### config.mk
export PLATFORM = sky130hd
export DESIGN_NAME = rf_xfer_engine
export DESIGN_NICKNAME = d
export VERILOG_FILES = /design/src/rtl/rf_xfer_engine.sv
export SDC_FILE = /design/constraint.sdc
export NUM_CORES = 1
export LEC_CHECK = 0
export CORE_AREA = 5 5 100 102
export DETAILED_ROUTE_END_ITERATION = 8
export DIE_AREA = 0 0 105 107
export PLACE_DENSITY = 0.77
export SLEW_MARGIN = 10
export SYNTH_ARGS = -nofsm -noshare
export SYNTH_HDL_FRONTEND = slang
export SYNTH_SLANG_ARGS = --single-unit
### constraint.sdc
create_clock -name clk -period 5.7 [get_ports clk]
set_input_delay 0.57 -clock clk [delete_from_list [all_inputs] [get_ports clk]]
set_output_delay 0.57 -clock clk [all_outputs]
set_load 0.005 [all_outputs]
### src/rtl/rf_xfer_engine.sv
// rf_xfer_engine
// Bulk-transfer initiator for the register file. A command selects a direction,
// a base register and a word count.
//   LOAD  streams words in and writes them to consecutive registers.
//   STORE reads consecutive registers and streams them out.
// Register addresses wrap modulo 2**ADDR_W.
//
// Ports
//   clk, rst                               clock, synchronous active-high reset
//   cmd_valid/cmd_ready                    command handshake
//   cmd_dir, cmd_base, cmd_count           command fields (dir 0=LOAD, 1=STORE)
//   in_valid/in_ready/in_data              LOAD word stream
//   out_valid/out_ready/out_data           STORE word stream (registered)
//   rf_we/rf_waddr/rf_wdata                regfile write port (registered)
//   rf_raddr/rf_rdata                      regfile async read port
//   done                                   1-cycle completion pulse
//   err                                    1-cycle pulse for a rejected command
//
// state   | meaning
// --------+--------------------------------------------------------------
// S_IDLE  | waiting for a command; cmd_ready high
// S_LOAD  | accepting input words and writing them to the regfile
// S_STORE | reading registers into the output register
// S_FIN   | done pulse, then back to idle
module rf_xfer_engine #(
    parameter int DATA_W = 32,
    parameter int ADDR_W = 5
) (
    input  logic              clk,
    input  logic              rst,
    input  logic              cmd_valid,
    output logic              cmd_ready,
    input  logic              cmd_dir,
    input  logic [ADDR_W-1:0] cmd_base,
    input  logic [ADDR_W:0]   cmd_count,
    input  logic              in_valid,
    output logic              in_ready,
    input  logic [DATA_W-1:0] in_data,
    output logic              out_valid,
    input  logic              out_ready,
    output logic [DATA_W-1:0] out_data,
    output logic              rf_we,
    output logic [ADDR_W-1:0] rf_waddr,
    output logic [DATA_W-1:0] rf_wdata,
    output logic [ADDR_W-1:0] rf_raddr,
    input  logic [DATA_W-1:0] rf_rdata,
    output logic              done,
    output logic              err
);

    typedef enum logic [1:0] {S_IDLE, S_LOAD, S_STORE, S_FIN} state_t;

    localparam logic [ADDR_W:0]   MAX_COUNT = {1'b1, {ADDR_W{1'b0}}};
    localparam logic [ADDR_W:0]   REM_ONE   = (ADDR_W+1)'(1);
    localparam logic [ADDR_W-1:0] ADDR_ONE  = ADDR_W'(1);

    state_t            state, state_nxt;
    logic [ADDR_W-1:0] addr;
    logic [ADDR_W:0]   rem;

    logic cmd_ok;
    logic cmd_acc;
    logic ld_hs;
    logic st_load;
    logic st_drain;

    assign cmd_ok   = (cmd_count != '0) && (cmd_count <= MAX_COUNT);
    assign rf_raddr = addr;

    always_ff @(posedge clk) begin
        if (rst) state <= S_IDLE;
        else     state <= state_nxt;
    end

    always_comb begin
        state_nxt = state;
        cmd_ready = 1'b0;
        in_ready  = 1'b0;
        done      = 1'b0;
        cmd_acc   = 1'b0;
        ld_hs     = 1'b0;
        st_load   = 1'b0;
        st_drain  = 1'b0;
        case (state)
            S_IDLE: begin
                cmd_ready = 1'b1;
                cmd_acc   = cmd_valid;
                if (cmd_valid && cmd_ok)
                    state_nxt = cmd_dir ? S_STORE : S_LOAD;
            end
            S_LOAD: begin
                in_ready = 1'b1;
                ld_hs    = in_valid;
                if (in_valid && (rem == REM_ONE))
                    state_nxt = S_FIN;
            end
            S_STORE: begin
                // Refill the output register whenever it is empty or being
                // drained this cycle, as long as words remain.
                st_load = (!out_valid || out_ready) && (rem != '0);
                if ((rem == '0) && out_valid && out_ready) begin
                    st_drain  = 1'b1;
                    state_nxt = S_FIN;
                end
            end
            S_FIN: begin
                done      = 1'b1;
                state_nxt = S_IDLE;
            end
            default: state_nxt = S_IDLE;
        endcase
    end

    always_ff @(posedge clk) begin
        if (rst) begin
            addr      <= '0;
            rem       <= '0;
            rf_we     <= 1'b0;
            rf_waddr  <= '0;
            rf_wdata  <= '0;
            out_valid <= 1'b0;
            out_data  <= '0;
            err       <= 1'b0;
        end else begin
            rf_we <= ld_hs;
            err   <= cmd_acc && !cmd_ok;
            if (cmd_acc && cmd_ok) begin
                addr <= cmd_base;
                rem  <= cmd_count;
            end
            if (ld_hs) begin
                rf_waddr <= addr;
                rf_wdata <= in_data;
                addr     <= addr + ADDR_ONE;
                rem      <= rem - REM_ONE;
            end
            if (st_load) begin
                out_data  <= rf_rdata;
                out_valid <= 1'b1;
                addr      <= addr + ADDR_ONE;
                rem       <= rem - REM_ONE;
            end else if (st_drain) begin
                out_valid <= 1'b0;
            end
        end
    end

endmodule

==> metrics.md, run 1 <==
| Metric | Value |
|---|---|
| Die W | 105 um |
| Outcome | completed |
| CTS tree | built |
| Worst hold margin | 0.455 ns |
| Root Driver | clkbuf_8 |
| Post-synth top flop | dfxtp_1 |
| Setup crit end kind | flop |
| Area of the multi-input gates | 1580 um^2 |
| Synth Instances | 436 |
| Post-synth EDFFs | 0 |
| Clk pwr share | 21.4% |
| Post-route setup TNS | 0 ns |
| Boundary Pins | 161 |
| 1st-pass router iterations | 4 |
| Pin count of the biggest net entering global routing | 86 |
| Post-DR wirelength/cell | 14.3 um |
| Slew Limit Fails | 0 |
| DPL Wire Length | 7.32 mm |
| Core area | 9020 um^2 |
| Clock slew at reported path FFs | 0.09 ns |
| Clk_lat worst skew | 0.35 ns |
| Share of power burned in registers | 39.6% |
| Final setup viols | 0 |
| Routed met2 length | 4.64 mm |
| Async set or reset register ratio after synthesis | 0% |
| Sw frac | 35.5% |
| CTS Hold Bufs | 0 |
| RSZ-0062 raised after global routing | false |
| HP Class | reg -> reg |
| Via count | 3438 |
| Area delta synth->final | 52.2% |
| P_int | 1.31 mW |
| Die area | 11200 um^2 |
| Crit Path Max Fanout | 25 |
| Metal-1 WL | 4.51 mm |
| Cell area power density | 383 nW/um^2 |
| Critical path class | in -> reg |
| Syn nets | 525 |
| Crit path largest cell delay | 0.47 ns |
| Post-DRT Antenna Nets | 0 |
| First-pass GRT wire length | 15.9 mm |
| DR vias/cell | 4.93 |
| CTS H-tree lvls | 3 |
| Clk buf depth | 2 |
| Final period util | 42.1% |
| Largest area contributor in the netlist | dfxtp_1 |
| Top-area cell type share of the netlist area | 49.0% |
| Residual DRC | 0 |
| Syn Area/Cell | 7.97 um^2 |
| Layout cells sized above 1 | 4.43% |
| Logic pwr share | 39.0% |
| CP required | 5.90 ns |
| Tot GR Track Use | 17.3% |
| Setup crit start kind | input pin |
| ANT cells | 0 |
| Ordered list of cells on the worst path | clkdlybuf4s50_1 -> nand2_1 -> buf_4 -> o21ai_1 -> a211oi_1 -> a211oi_1 |
| Die H | 107 um |
| Leading cell types by count after synthesis | 147 x nand2_1, 85 x dfxtp_1, 72 x a21oi_1 |
| Routed wl met3 | 757 um |
| GRT overflow | 0 |
| Pleak | 1.83 nW |
| Worst relative slew slack | 40.2% |
| Post-CTS Setup Bufs | 0 |
| Synth warnings | 0 |
| Initial antenna violation count | 0 |
| Net Sw Power | 720 uW |
| Post-cts sizing count | 0 |
| IO Port Bufs | 160 |
| # fillers | 828 |
| Post-synth cell types | 36 |
| Final hold vios | 0 |
| VDD IR-drop max | 221 uV |
| TritonCTS Buffers | 9 |
| Critical path's slowest cell | nand2_1 |
| Initial drt markers | 149 |
| RD Place Congestion | 0.801 |
| Overall routed net length | 9.98 mm |
| Most frequent cell after synthesis | nand2_1 |
| Nets | 671 |
| Initial core utilization | 38.5% |
| Post-synthesis cell area | 3480 um^2 |
| Worst path most repeated cell | a211oi_1 |
| Crit path time final | 2.40 ns |
| Worst Path Arrival | 2.60 ns |
| Vias in the first global route | 3195 |
| Sequential Area | 1700 um^2 |
| Area contributors post-synth | dfxtp_1 49%, nand2_1 16%, a21oi_1 10% |
| Number of synthesized register bits | 85 |
| Rows | 35 |
| Uppermost routed layer | met4 |
| Clock skew | 0.0122 ns |
| Fmax | 417 MHz |
| Max cap viols | 0 |
| Worst Tran Pin Value | 0.897 ns |
| Sequential fraction of the synthesis area | 49.0% |
| CTS Sinks | 85 |
worst max-delay path, delay by kind of cell:
kind | cells | cell delay (ns)
AND/OR/NAND/NOR | 1 | 0.47
AO/OA/AOI/OAI | 3 | 0.70
buffers and inverters | 2 | 0.85
worst paths after layout:
kind / cells after the start / slack [ns] / start / end
worst max register to register: 7 / 3.30 / state[1] / rem[0]
worst min register to register: 2 / 0.46 / rf_wdata[19] / rf_wdata[19]
worst max-delay path: 6 / 3.30 / in_valid / rem[0]
worst min-delay path: 2 / 0.46 / rf_wdata[19] / rf_wdata[19]
state kept, by name (all words and copies together) (netlist names):
register	count
rf_raddr	5
rf_we	1
rf_wdata	32
out_valid	1
rem	6
state	2
out_data	32
err	1
rf_waddr	5
cells by family (layout without fill, tap and decap cells):
| family | after synthesis | after routing | share of synthesized area, % |
|---|---|---|---|
| simple gates | 192 | 192 | 23.5 |
| compound gates | 107 | 107 | 17.6 |
| flops | 85 | 85 | 49.0 |
| buf+inv | 39 | 190 | 5.72 |
| fa+ha+maj | 8 | 8 | 2.88 |
| mux | 4 | 4 | 1.15 |
| xor+xnor | 1 | 1 | 0.252 |
area by class of cell:
class / instances / area share (%)
tap: 111 / 2.63
sequential: 85 / 32.2
multi-input combinational: 312 / 29.9
clock buffer: 9 / 2.34
timing repair buffer: 163 / 30.6
inverter: 11 / 0.781
clock inverter: 7 / 1.54
per-layer routing:
| layer | global-route usage (%) | vias up |
|---|---|---|
| met2 | 27.9 | 138 |
| li1 | - | 1739 |
| met5 | 0 | - |
| met4 | 4.29 | 0 |
| met3 | 6.02 | 6 |
| met1 | 22.0 | 1555 |
power groups by stage:
stage          registers (mW)  logic [mW]  clock network (mW)
2_1_floorplan           0.811       0.483                   0
3_3_place_gp            0.810       0.776                   0
3_5_place_dp            0.816       0.790                   0
4_1_cts                 0.803       0.793               0.450
5_1_grt                 0.820       0.876               0.482
6_report                0.804       0.790               0.434
stage by stage:
step / setup WS (ns) / cells / util, % / instance area, um^2 / power, mW
6_report: 3.30 / 698 / 58.6 / 5290 / 2.03
4_1_cts: 3.17 / 698 / 58.6 / 5280 / 2.05
3_5_place_dp: 2.93 / 682 / 56.3 / 5080 / 1.61
2_1_floorplan: 3.83 / 436 / - / 3480 / 1.29
3_3_place_gp: 3.02 / 682 / 56.3 / 5080 / 1.59
5_1_grt: 3.06 / 698 / 58.6 / 5290 / 2.18
cell usage in the layout, fill, tap and decap left out, drive strengths merged, types with 3 or more instances in the layout:
master	count
a211oi	8
a21oi	72
a31oi	7
and2	4
buf	4
clkbuf	9
clkdlybuf4s50	159
clkinvlp	3
dfxtp	85
ha	8
inv	14
mux2i	4
nand2	147
nand3	14
nor2	13
nor2b	4
nor3	4
o211ai	5
o21ai	7
or2	3
Note: power is estimated with default switching activity, not from simulation.
==> run 2, diff against run 1 <==
--- a/config.mk
+++ b/config.mk
@@ -5,10 +5,10 @@
 export SDC_FILE = /design/constraint.sdc
 export NUM_CORES = 1
 export LEC_CHECK = 0
-export CORE_AREA = 5 5 100 102
+export CORE_AREA = 5 5 103 105
 export DETAILED_ROUTE_END_ITERATION = 8
-export DIE_AREA = 0 0 105 107
-export PLACE_DENSITY = 0.77
+export DIE_AREA = 0 0 108 110
+export PLACE_DENSITY = 0.76
 export SLEW_MARGIN = 10
 export SYNTH_ARGS = -nofsm -noshare
 export SYNTH_HDL_FRONTEND = slang
==> constraint.sdc (replaced) <==
create_clock -name clk -period 2.1 [get_ports clk]
set_input_delay 0.21 -clock clk [delete_from_list [all_inputs] [get_ports clk]]
set_output_delay 0.21 -clock clk [all_outputs]
set_load 0.005 [all_outputs]
==> run 2 against run 1 <==
Setup slack worse by 3.2 ns; register-to-register slack worse by 3.2 ns; non-clock buffer count is 10 higher; sequential cell count stayed put; design area is 2.0% higher.
==> metrics.md, run 2 (synthesis gave the netlist of run 1 again) <==
| Metric | Value |
|---|---|
| Final hold vios | 0 (unchanged) |
| Post-Place Worst Slack | 0.0603 ns (-2.87 ns) |
| FF-to-FF End | rem[3] |
| Rows | 36 (+2.9%) |
| Core area | 9550 um^2 (+5.9%) |
| DR vias/cell | 4.78 (-2.9%) |
| RD Place Congestion | 0.833 (+4.0%) |
| Initial antenna violation count | 0 (unchanged) |
| Post-DR wirelength/cell | 13.6 um (-4.8%) |
| Clock skew | 0.0176 ns (+0.00538 ns) |
| Setup crit start kind | flop |
| Critical path's slowest cell | dfxtp_1 |
| Tot GR Track Use | 16.1% (-1.2 points) |
| Worst hold path depth | 3 (+1) |
| ANT cells | 0 (unchanged) |
| Cell area power density | 1030 nW/um^2 (+170%) |
| Setup crit end kind | flop |
| Largest regs | out_data: 32 flops, rf_wdata: 32 flops, rem: 6 flops |
| CP delay by family, top | simple AND/OR/NAND/NOR gates |
| Most common cell after layout, fill and taps aside | clkdlybuf4s50_1 |
| DPL Wire Length | 7.29 mm (-0.33%) |
| Pleak | 1.88 nW (+3.0%) |
| CTS tree | built |
| Post-CTS Setup Bufs | 0 (unchanged) |
| Slew Limit Fails | 0 (unchanged) |
| Crit Reg-Reg Startpoint | rem[0] |
| Critical path class | reg -> reg |
| Final setup viols | 0 (unchanged) |
| Area delta synth->final | 55.2% |
| CTS Sinks | 85 (unchanged) |
| Clk_lat worst skew | 0.35 ns (about the same) |
| CP bufs+invs | 1 (-1) |
| Clock slew at reported path FFs | 0.10 ns (about the same) |
| # fillers | 877 (+5.9%) |
| 1st-pass router iterations | 6 (+2) |
| Clk buf depth | 2 (unchanged) |
| Worst hold margin | 0.308 ns (-0.147 ns) |
| Die W | 108 um (+2.9%) |
| VDD IR-drop max | 403 uV (+83%) |
| Boundary Pins | 161 (unchanged) |
| Endpoint, Worst Hold | rf_wdata[1] |
| Via count | 3490 (+1.5%) |
| Final period util | 92.9% |
| Initial drt markers | 232 (+56%) |
| Die H | 110 um (+2.8%) |
| Worst Tran Pin Value | 0.479 ns (-0.418 ns) |
| R2r setup slk | 0.15 ns (-3.15 ns) |
| Crit Path Max Fanout | 12 (-52%) |
| Most frequent cells in the layout | 159 x clkdlybuf4s50_1, 147 x nand2_1, 85 x dfxtp_1 |
| Max cap viols | 0 (unchanged) |
| TritonCTS Buffers | 9 (unchanged) |
| CP required | 2.37 ns (-3.53 ns) |
| Vias in the first global route | 3366 (+5.4%) |
| Register-to-Register Path Depth | 7 (unchanged) |
| Outcome | completed |
| Pin count of the biggest net entering global routing | 51 (-41%) |
| RSZ-0062 raised after global routing | false |
| Ordered list of cells on the worst path | inv_1 -> ha_1 -> nor2b_1 -> and2_1 -> o21a_4 -> or3_1 -> a31oi_1 |
| First-pass GRT wire length | 15.4 mm (-3.3%) |
| Residual DRC | 0 (unchanged) |
| Worst Path Arrival | 2.22 ns (-0.38 ns) |
| Worst Hold Launch | rst |
| Final WS setup | 0.149 ns (-3.15 ns) |
| Post-DRT Antenna Nets | 0 (unchanged) |
| CTS Hold Bufs | 0 (unchanged) |
| Tot Pwr | 5.55 mW (+170%) |
| Root Driver | clkbuf_8 |
| Die area | 11900 um^2 (+5.7%) |
| Layout cells sized above 1 | 6.37% (+1.9 points) |
| Initial core utilization | 36.4% (-2.1 points) |
| Crit path largest cell delay | 0.41 ns (-0.06 ns) |
| IO Port Bufs | 160 (unchanged) |
| Nets | 681 (+1.5%) |
| Crit path time final | 1.95 ns |
| Overall routed net length | 9.94 mm (-0.42%) |
| Fmax | 513 MHz |
| GRT overflow | 0 (unchanged) |
| CTS H-tree lvls | 3 (unchanged) |
| HP Class | in -> reg |
| Worst relative slew slack | 67.8% (+28 points) |
| Post-route setup TNS | 0 ns (unchanged) |
run 2: changes by cell type in the layout (fill, tap and decap cells not counted), moves of 2 or more:
cell / before / now
nor2_2: 0 / 2
or2_4: 0 / 2
clkinv_4: 0 / 2
clkinvlp_4: 3 / 1
buf_4: 3 / 11
buf_12: 0 / 2
run 2: area by class of cell:
cell class	count	area [um^2]	share of cell area, %
timing repair buffer	173	1720	31.9
sequential	85	1700	31.5
multi-input combinational	312	1590	29.4
tap	133	166	3.09
clock buffer	9	124	2.30
clock inverter	7	56.3	1.04
inverter	11	41.3	0.765
run 2: through the flow:
| step | instance area [um^2] | util (%) | cells |
|---|---|---|---|
| detailed placement | 5210 | 54.5 | 714 |
| floorplan | 3480 | - | 436 |
| finish | 5390 | 56.5 | 730 |
| CTS | 5390 | 56.4 | 730 |
| global placement | 5210 | 54.5 | 714 |
| global route | 5390 | 56.5 | 730 |
run 2: power breakdown:
part	total, mW	leakage (nW)	switching (mW)	internal [mW]
registers	2.18	0.690	0.234	1.94
clock network	1.07	0.0906	0.622	0.445
logic	2.31	1.10	1.13	1.18
total	5.55	1.88	1.98	3.57
run 2: worst max-delay path by stage:
stage | end | cells after the start | start
detailed placement | out_data[28] | 5 | out_ready
global route | rem[0] | 7 | state[0]
floorplan | rem[4] | 9 | rem[0]
global placement | rf_raddr[4] | 7 | cmd_count[1]
finish | rem[3] | 7 | rem[0]
CTS | out_data[28] | 7 | rem[0]
run 2: timing repair:
| action | in CTS | in global routing |
|---|---|---|
| endpoints found under the setup margin | 0 | 37 |
| endpoints found under the hold margin | 0 | 0 |
| gates resized for setup | 0 | 3 |
run 2: tightest hold or removal path: cells and delay by family:
| family | cells | cell delay [ns] |
|---|---|---|
| buffers and inverters | 2 | 0.34 |
| AO/OA/AOI/OAI | 1 | 0.06 |
run 2: layer usage:
| layer | up-vias | part of all wire, % | GRT usage [%] |
|---|---|---|---|
| li1 | 1758 | - | - |
| met1 | 1565 | 43 | 19.2 |
| met2 | 153 | 46 | 27.1 |
| met3 | 14 | 9.7 | 5.47 |
| met4 | 0 | 1.4 | 5.41 |
| met5 | - | 0 | 0 |
